==> src/rtl/store_align_unit.sv <==
// -----------------------------------------------------------------------------
// store_align_unit
//
// Turns store requests from the MEM stage into registered, byte-strobed write
// beats for the data memory. A store whose bytes run past the end of a memory
// word is issued as two consecutive beats: the low part at the request's word
// index and the high part at the next word index (wrapping at the top index).
// Store sizes wider than the memory word are consumed and flagged on req_err
// without touching memory.
//
// Ports:
//   clk, rst     clock, synchronous active-high reset
//   req_valid    store request valid
//   req_ready    request can be accepted this cycle (combinational)
//   req_addr     byte address of the store
//   req_func3    RISC-V store funct3; [1:0] is the size code, [2] ignored
//   req_data     right-justified store data
//   req_err      one-cycle pulse after an oversized store is consumed
//   mem_valid    write beat valid
//   mem_ready    memory accepts the current beat
//   mem_addr     word index of the beat
//   mem_wstrb    per-byte write enables
//   mem_wdata    lane-shifted write data, zero outside the enabled lanes
//   busy         second beat of a split store is still pending
//   split_cnt    split stores accepted since reset, saturating
// -----------------------------------------------------------------------------
module store_align_unit #(
    parameter int DATA_W = 64,
    parameter int ADDR_W = 64,
    parameter int MEM_AW = 13,
    parameter int CNT_W  = 16
) (
    input  logic              clk,
    input  logic              rst,
    input  logic              req_valid,
    output logic              req_ready,
    input  logic [ADDR_W-1:0] req_addr,
    input  logic [2:0]        req_func3,
    input  logic [DATA_W-1:0] req_data,
    output logic              req_err,
    output logic              mem_valid,
    input  logic              mem_ready,
    output logic [MEM_AW-1:0] mem_addr,
    output logic [DATA_W/8-1:0] mem_wstrb,
    output logic [DATA_W-1:0] mem_wdata,
    output logic              busy,
    output logic [CNT_W-1:0]  split_cnt
);

    localparam int NB    = DATA_W / 8;
    localparam int OFS_W = $clog2(NB);

    typedef enum logic [0:0] {
        IDLE  = 1'b0,
        SPLIT = 1'b1
    } state_t;

    // Byte mask of a store of the given size code, right-justified.
    function automatic logic [NB-1:0] size_mask(input logic [1:0] code);
        logic [NB-1:0] m;
        m = '0;
        for (int i = 0; i < NB; i++) begin
            m[i] = (i < (1 << code));
        end
        return m;
    endfunction

    // Registered state and outputs
    state_t              state_r;
    logic                mem_valid_r;
    logic [MEM_AW-1:0]   mem_addr_r;
    logic [NB-1:0]       mem_wstrb_r;
    logic [DATA_W-1:0]   mem_wdata_r;
    logic                req_err_r;
    logic [CNT_W-1:0]    split_cnt_r;
    logic [MEM_AW-1:0]   hi_addr_r;
    logic [NB-1:0]       hi_strb_r;
    logic [DATA_W-1:0]   hi_data_r;

    // Next-state values
    state_t              state_nxt_s;
    logic                mem_valid_nxt_s;
    logic [MEM_AW-1:0]   mem_addr_nxt_s;
    logic [NB-1:0]       mem_wstrb_nxt_s;
    logic [DATA_W-1:0]   mem_wdata_nxt_s;
    logic                req_err_nxt_s;
    logic [CNT_W-1:0]    split_cnt_nxt_s;
    logic [MEM_AW-1:0]   hi_addr_nxt_s;
    logic [NB-1:0]       hi_strb_nxt_s;
    logic [DATA_W-1:0]   hi_data_nxt_s;

    // Per-request arithmetic
    logic [3:0]          size_s;
    logic                illegal_s;
    logic [OFS_W-1:0]    ofs_s;
    logic [MEM_AW-1:0]   idx_s;
    logic [NB-1:0]       byte_mask_s;
    logic [DATA_W-1:0]   data_mask_s;
    logic [2*NB-1:0]     mask2_s;
    logic [2*DATA_W-1:0] data2_s;
    logic                accept_s;
    logic                beat_done_s;
    logic                unused_s;

    assign size_s      = 4'd1 << req_func3[1:0];
    assign illegal_s   = (int'(size_s) > NB);
    assign ofs_s       = req_addr[OFS_W-1:0];
    assign idx_s       = req_addr[OFS_W+MEM_AW-1:OFS_W];
    assign byte_mask_s = size_mask(req_func3[1:0]);

    // Widen the byte mask to a bit mask so unused data bytes are dropped
    always_comb begin
        data_mask_s = '0;
        for (int i = 0; i < NB; i++) begin
            data_mask_s[i*8 +: 8] = {8{byte_mask_s[i]}};
        end
    end

    // Double-width shift: the upper halves hold whatever spills into the next word
    assign mask2_s = {{NB{1'b0}}, byte_mask_s} << ofs_s;
    assign data2_s = {{DATA_W{1'b0}}, req_data & data_mask_s} << {ofs_s, 3'b000};

    assign req_ready   = (state_r == IDLE) && (!mem_valid_r || mem_ready);
    assign accept_s    = req_valid && req_ready;
    assign beat_done_s = mem_valid_r && mem_ready;

    assign unused_s = ^{req_func3[2], req_addr};

    // Next-state and next-output logic for the IDLE/SPLIT controller
    always_comb begin
        state_nxt_s     = state_r;
        mem_valid_nxt_s = mem_valid_r;
        mem_addr_nxt_s  = mem_addr_r;
        mem_wstrb_nxt_s = mem_wstrb_r;
        mem_wdata_nxt_s = mem_wdata_r;
        req_err_nxt_s   = 1'b0;
        split_cnt_nxt_s = split_cnt_r;
        hi_addr_nxt_s   = hi_addr_r;
        hi_strb_nxt_s   = hi_strb_r;
        hi_data_nxt_s   = hi_data_r;
        case (state_r)
            IDLE: begin
                if (accept_s) begin
                    if (illegal_s) begin
                        // Acceptance implies any previous beat was consumed.
                        req_err_nxt_s   = 1'b1;
                        mem_valid_nxt_s = 1'b0;
                    end else begin
                        mem_valid_nxt_s = 1'b1;
                        mem_addr_nxt_s  = idx_s;
                        mem_wstrb_nxt_s = mask2_s[NB-1:0];
                        mem_wdata_nxt_s = data2_s[DATA_W-1:0];
                        if (mask2_s[2*NB-1:NB] != '0) begin
                            state_nxt_s   = SPLIT;
                            hi_addr_nxt_s = idx_s + MEM_AW'(1);
                            hi_strb_nxt_s = mask2_s[2*NB-1:NB];
                            hi_data_nxt_s = data2_s[2*DATA_W-1:DATA_W];
                            if (split_cnt_r != '1) begin
                                split_cnt_nxt_s = split_cnt_r + CNT_W'(1);
                            end else begin
                                split_cnt_nxt_s = split_cnt_r;
                            end
                        end else begin
                            state_nxt_s = IDLE;
                        end
                    end
                end else if (beat_done_s) begin
                    mem_valid_nxt_s = 1'b0;
                end else begin
                    mem_valid_nxt_s = mem_valid_r;
                end
            end
            SPLIT: begin
                if (beat_done_s) begin
                    state_nxt_s     = IDLE;
                    mem_valid_nxt_s = 1'b1;
                    mem_addr_nxt_s  = hi_addr_r;
                    mem_wstrb_nxt_s = hi_strb_r;
                    mem_wdata_nxt_s = hi_data_r;
                end else begin
                    state_nxt_s = SPLIT;
                end
            end
            default: begin
                state_nxt_s     = IDLE;
                mem_valid_nxt_s = 1'b0;
            end
        endcase
    end

    // State and output registers with synchronous reset
    always_ff @(posedge clk) begin
        if (rst) begin
            state_r     <= IDLE;
            mem_valid_r <= 1'b0;
            mem_addr_r  <= '0;
            mem_wstrb_r <= '0;
            mem_wdata_r <= '0;
            req_err_r   <= 1'b0;
            split_cnt_r <= '0;
            hi_addr_r   <= '0;
            hi_strb_r   <= '0;
            hi_data_r   <= '0;
        end else begin
            state_r     <= state_nxt_s;
            mem_valid_r <= mem_valid_nxt_s;
            mem_addr_r  <= mem_addr_nxt_s;
            mem_wstrb_r <= mem_wstrb_nxt_s;
            mem_wdata_r <= mem_wdata_nxt_s;
            req_err_r   <= req_err_nxt_s;
            split_cnt_r <= split_cnt_nxt_s;
            hi_addr_r   <= hi_addr_nxt_s;
            hi_strb_r   <= hi_strb_nxt_s;
            hi_data_r   <= hi_data_nxt_s;
        end
    end

    assign mem_valid = mem_valid_r;
    assign mem_addr  = mem_addr_r;
    assign mem_wstrb = mem_wstrb_r;
    assign mem_wdata = mem_wdata_r;
    assign req_err   = req_err_r;
    assign split_cnt = split_cnt_r;
    assign busy      = (state_r == SPLIT);

endmodule

==> config.mk <==
export PLATFORM = sky130hd
export DESIGN_NAME = store_align_unit
export DESIGN_NICKNAME = d
export VERILOG_FILES = /design/src/rtl/store_align_unit.sv
export SDC_FILE = /design/constraint.sdc
export NUM_CORES = 1
export LEC_CHECK = 0
export ABC_CLOCK_PERIOD_IN_PS = 2200
export CORE_MARGIN = 2
export CORE_UTILIZATION = 30
export DETAILED_ROUTE_END_ITERATION = 6
export PLACE_DENSITY = 0.62
export SLEW_MARGIN = 15
export SYNTH_ARGS = -nofsm -noshare
export SYNTH_HDL_FRONTEND = slang
export SYNTH_SLANG_ARGS = --single-unit
==> constraint.sdc <==
create_clock -name clk -period 2.2 [get_ports clk]
set_input_delay 0.22 -clock clk [delete_from_list [all_inputs] [get_ports clk]]
set_output_delay 0.22 -clock clk [all_outputs]
set_load 0.005 [all_outputs]
==> flow_results.xml <==
<?xml version="1.0" encoding="UTF-8"?>
<metrics>
  <group name="layout">
    <metric name="nNetsFinal" unit="">1514</metric>
    <metric name="layout.cell_area.non_filler" unit="um^2">12870</metric>
    <metric name="fillerInstances" unit="">3039</metric>
    <metric name="flow.area_growth_from_synthesis" unit="%">39.46</metric>
    <metric name="layout_common_cells" unit="">clkdlybuf4s50_1, dfxtp_1, nor2_1</metric>
    <metric name="most_common_cell_after_layout_fill_and_taps_aside" unit="">clkdlybuf4s50_1</metric>
    <metric name="layout-drive-gt1-share" unit="%">13.97</metric>
    <metric name="utilization" unit="%">42.29</metric>
  </group>
  <group name="worst_setup_path">
    <metric name="cp-end-kind" unit="">flop</metric>
    <metric name="critical_path.slowest_cell" unit="">clkdlybuf4s50_1</metric>
    <metric name="critical_path_peak_fanout" unit="">7</metric>
    <metric name="timing.critical_path.cells" unit="">clkdlybuf4s50_1 &gt; buf_4 &gt; or2_2 &gt; a22oi_1 &gt; o22ai_1 &gt; a221oi_1 &gt; nor3_1</metric>
    <metric name="critPathLaunchType" unit="">primary input</metric>
    <metric name="crit_family" unit="">compound AO/OA/AOI/OAI gates</metric>
    <metric name="cp_num_buf_inv" unit="">2</metric>
    <metric name="required_time_reported_for_the_critical_path_endpoint" unit="ns">2.50</metric>
    <metric name="critical-path-max-stage-delay" unit="ns">0.47</metric>
    <metric name="worst-endpoint-arrival" unit="ns">2.34</metric>
    <metric name="critical_path_class" unit="">primary input to flop</metric>
  </group>
  <group name="pwr">
    <metric name="power.leakage" unit="nW">4.638</metric>
    <metric name="totalPowerFinal" unit="W">0.008615</metric>
    <metric name="vdd_ir_drop_max" unit="mV">0.5000</metric>
    <metric name="power_density" unit="nW/um^2">669.5</metric>
  </group>
  <group name="place">
    <metric name="place_area" unit="um^2">12330</metric>
    <metric name="gpl.final_weighted_congestion" unit="">1.010</metric>
    <metric name="place_hpwl" unit="um">26710</metric>
    <metric name="portBuffers" unit="">190</metric>
  </group>
  <group name="sta">
    <metric name="report.final.hold_viol_count" unit="">0</metric>
    <metric name="rsz_0062_raised_after_global_routing" unit="">false</metric>
    <metric name="setup-violations-final" unit="">0</metric>
    <metric name="max-slew-margin-rel" unit="%">33.60</metric>
    <metric name="layout_worst_path_cycle_share" unit="%">92.63</metric>
    <metric name="timing.fmax" unit="MHz">490.7</metric>
    <metric name="skew" unit="ns">0.009852</metric>
    <metric name="tightestPinTransition" unit="ns">0.9878</metric>
    <metric name="final_max_slew_viol_count" unit="">0</metric>
    <metric name="timing.final.crit_period" unit="ns">2.038</metric>
  </group>
  <group name="synthesis">
    <metric name="synth_nets" unit="">1277</metric>
    <metric name="yosysSeqAreaShare" unit="%">39.06</metric>
    <metric name="ys_top_cells_by_area" unit="">dfxtp_1, nor2_1, nand2_1</metric>
    <metric name="synth-edff-count" unit="">0</metric>
    <metric name="yosys_most_used_dff" unit="">dfxtp_1</metric>
    <metric name="netlist_instances" unit="">1140</metric>
    <metric name="synth.distinct_cells" unit="">60</metric>
    <metric name="syn_avg_cell_area" unit="um^2">8.093</metric>
    <metric name="post_synth_top_area_share" unit="%">39.06</metric>
    <metric name="synth.ff_latch_count" unit="">180</metric>
    <metric name="netlist.top_cell.by_area" unit="">dfxtp_1</metric>
    <metric name="yosys_warnings" unit="">0</metric>
    <metric name="netlist_area" unit="um^2">9226</metric>
    <metric name="synth_async_reset_ratio" unit="%">0</metric>
  </group>
  <group name="clocking">
    <metric name="cts_htree_levels" unit="">4</metric>
    <metric name="cts_post_setup_buffers_inserted" unit="">0</metric>
    <metric name="post_cts_resize_count" unit="">0</metric>
    <metric name="root_buf_cell" unit="">clkbuf_16</metric>
    <metric name="tritoncts.num_buffers" unit="">17</metric>
    <metric name="ctsHoldBuffers" unit="">0</metric>
    <metric name="clock_pin_slew_on_the_worst_setup_and_hold_paths" unit="ns">0.07</metric>
    <metric name="clock-sinks" unit="">180</metric>
    <metric name="clock_latency_of_the_later_clocked_register_in_the_worst_skew_pair" unit="ns">0.43</metric>
    <metric name="cts_tree" unit="">done</metric>
    <metric name="clock_path_buffers" unit="">2</metric>
  </group>
  <group name="run">
    <metric name="drv_cap" unit="">0</metric>
  </group>
  <group name="detailed_routing">
    <metric name="dr_total_vias" unit="">9761</metric>
    <metric name="drtAntennaViolNets" unit="">0</metric>
    <metric name="wirelength" unit="um">35720</metric>
    <metric name="first_pass_iters" unit="">7</metric>
    <metric name="drt_iter0_markers" unit="">872</metric>
    <metric name="viasPerCell" unit="">5.465</metric>
    <metric name="post-route-drc-count" unit="">6</metric>
    <metric name="routed_wire_length_per_instance" unit="um">20.00</metric>
  </group>
  <group name="grt">
    <metric name="grt_pass1_wl" unit="um">53800</metric>
    <metric name="grt_max_degree" unit="">72</metric>
    <metric name="grt_overflow_total" unit="">0</metric>
    <metric name="globalRouteTotalUtil" unit="%">21.97</metric>
    <metric name="antenna_found_initial" unit="">0</metric>
    <metric name="number_of_global_route_vias_before_repair" unit="">9292</metric>
  </group>
  <group name="status">
    <metric name="status" unit="">finished with violations</metric>
    <metric name="failed_checks" unit="">DRC</metric>
  </group>
  <group name="worst_hold_path">
    <metric name="timing.hold.worst.class" unit="">primary input to flop</metric>
  </group>
  <group name="die">
    <metric name="initial_utilization" unit="%">30.32</metric>
    <metric name="dieArea" unit="um^2">32170</metric>
    <metric name="num_rows" unit="">64</metric>
    <metric name="die_x" unit="um">179.4</metric>
    <metric name="design.core.area" unit="um^2">30430</metric>
    <metric name="floorplan.io_pins" unit="">240</metric>
    <metric name="chipHeight" unit="um">179.4</metric>
  </group>
</metrics>
==> kinds of logic (layout without fill, tap and decap cells) <==
| kind of cell | count (synthesis) | after routing | share of synthesized area (%) |
|---|---|---|---|
| mux | 52 | 52 | 5.750 |
| flops | 180 | 180 | 39.06 |
| compound gates | 320 | 320 | 24.60 |
| other cells | 1 | 2 | 0.04064 |
| xor+xnor | 22 | 22 | 2.088 |
| buf+inv | 112 | 361 | 5.438 |
| simple gates | 449 | 449 | 22.54 |
| fa+ha+maj | 4 | 4 | 0.4882 |
==> worst register-to-register path, cell delays in order, from the launching register on <==
cell and delay (ns):
dfxtp_1 0.35, nor2b_1 0.19, or2_2 0.43, a2111oi_0 0.72, a21oi_1 0.08, nor2_1 0.11
==> report_power, final <==
part	switching [W]	internal, W
Sequential	0.000126	0.00348
Combinational	0.00112	0.00101
Clock	0.00136	0.00151
Total	0.00261	0.00601
==> area by class of cell <==
type                            instances  area (um^2)  share of cell area, %
Antenna cell                            1        2.502                0.01945
Clock buffer                           20        456.7                  3.549
Clock inverter                         11        78.83                 0.6126
Inverter                                6        22.52                 0.1750
Multi-Input combinational cell        848         5136                  39.92
Sequential cell                       180         3605                  28.01
Tap cell                              396        495.5                  3.851
Timing Repair Buffer                  324         3070                  23.86
==> Yosys cell counts, types with 18 or more instances <==
cell      count
nand3_1      29
or3_1        21
mux2i_1      44
a311oi_1     18
o22ai_1      25
xnor2_1      18
nand2_1     119
a221oi_1     32
a22oi_1      28
a211oi_1     55
nor3_1       53
clkbuf_1     60
o21ai_0      40
buf_2        31
nor2_1      158
dfxtp_1     180
a21oi_1      57
==> worst paths after layout <==
kind,startpoint,endpoint,slack (ns),cells past startpoint
worst max-delay path,req_func3[0],mem_wdata[30]$_SDFFE_PP0P_,0.16,7
worst max register to register,mem_valid$_SDFFE_PP0P_,mem_wstrb[7]$_SDFFE_PP0P_,0.26,5
worst min-delay path,rst,split_cnt[13]$_SDFFE_PP0P_,0.17,2
worst min register to register,hi_strb_r[4]$_SDFFE_PP0P_,hi_strb_r[4]$_SDFFE_PP0P_,0.45,2
==> routing by layer <==
metal | global-route usage [%] | vias to the layer above | wire length (um)
li1 | - | 4660 | -
met1 | 30.01 | 4660 | 16120
met2 | 33.43 | 381 | 15680
met3 | 5.169 | 60 | 2775
met4 | 8.602 | 0 | 1151
met5 | 0 | - | 0
==> through the flow <==
| stage | hold WS, ns | worst slack, ns | std cells | TNS (ns) |
|---|---|---|---|---|
| floorplan | 0.3156 | 0.4385 | 1140 | 0 |
| global placement | 0.4353 | -0.1721 | 1754 | -3.899 |
| detailed placement | 0.4405 | -0.2078 | 1754 | -6.139 |
| CTS | 0.1636 | 0.2339 | 1785 | 0 |
| global route | 0.1846 | 0.09432 | 1785 | 0 |
| finish | 0.1747 | 0.1622 | 1786 | 0 |
==> state kept, by name, summed over array words and instances, names as in the netlist <==
signal / count
mem_addr: 13
req_err: 1
busy: 1
mem_wstrb: 8
mem_wdata: 64
split_cnt: 16
hi_strb_r: 7
hi_addr_r: 13
hi_data_r: 56
mem_valid: 1
No activity file was read; power rests on OpenSTA's default activity.
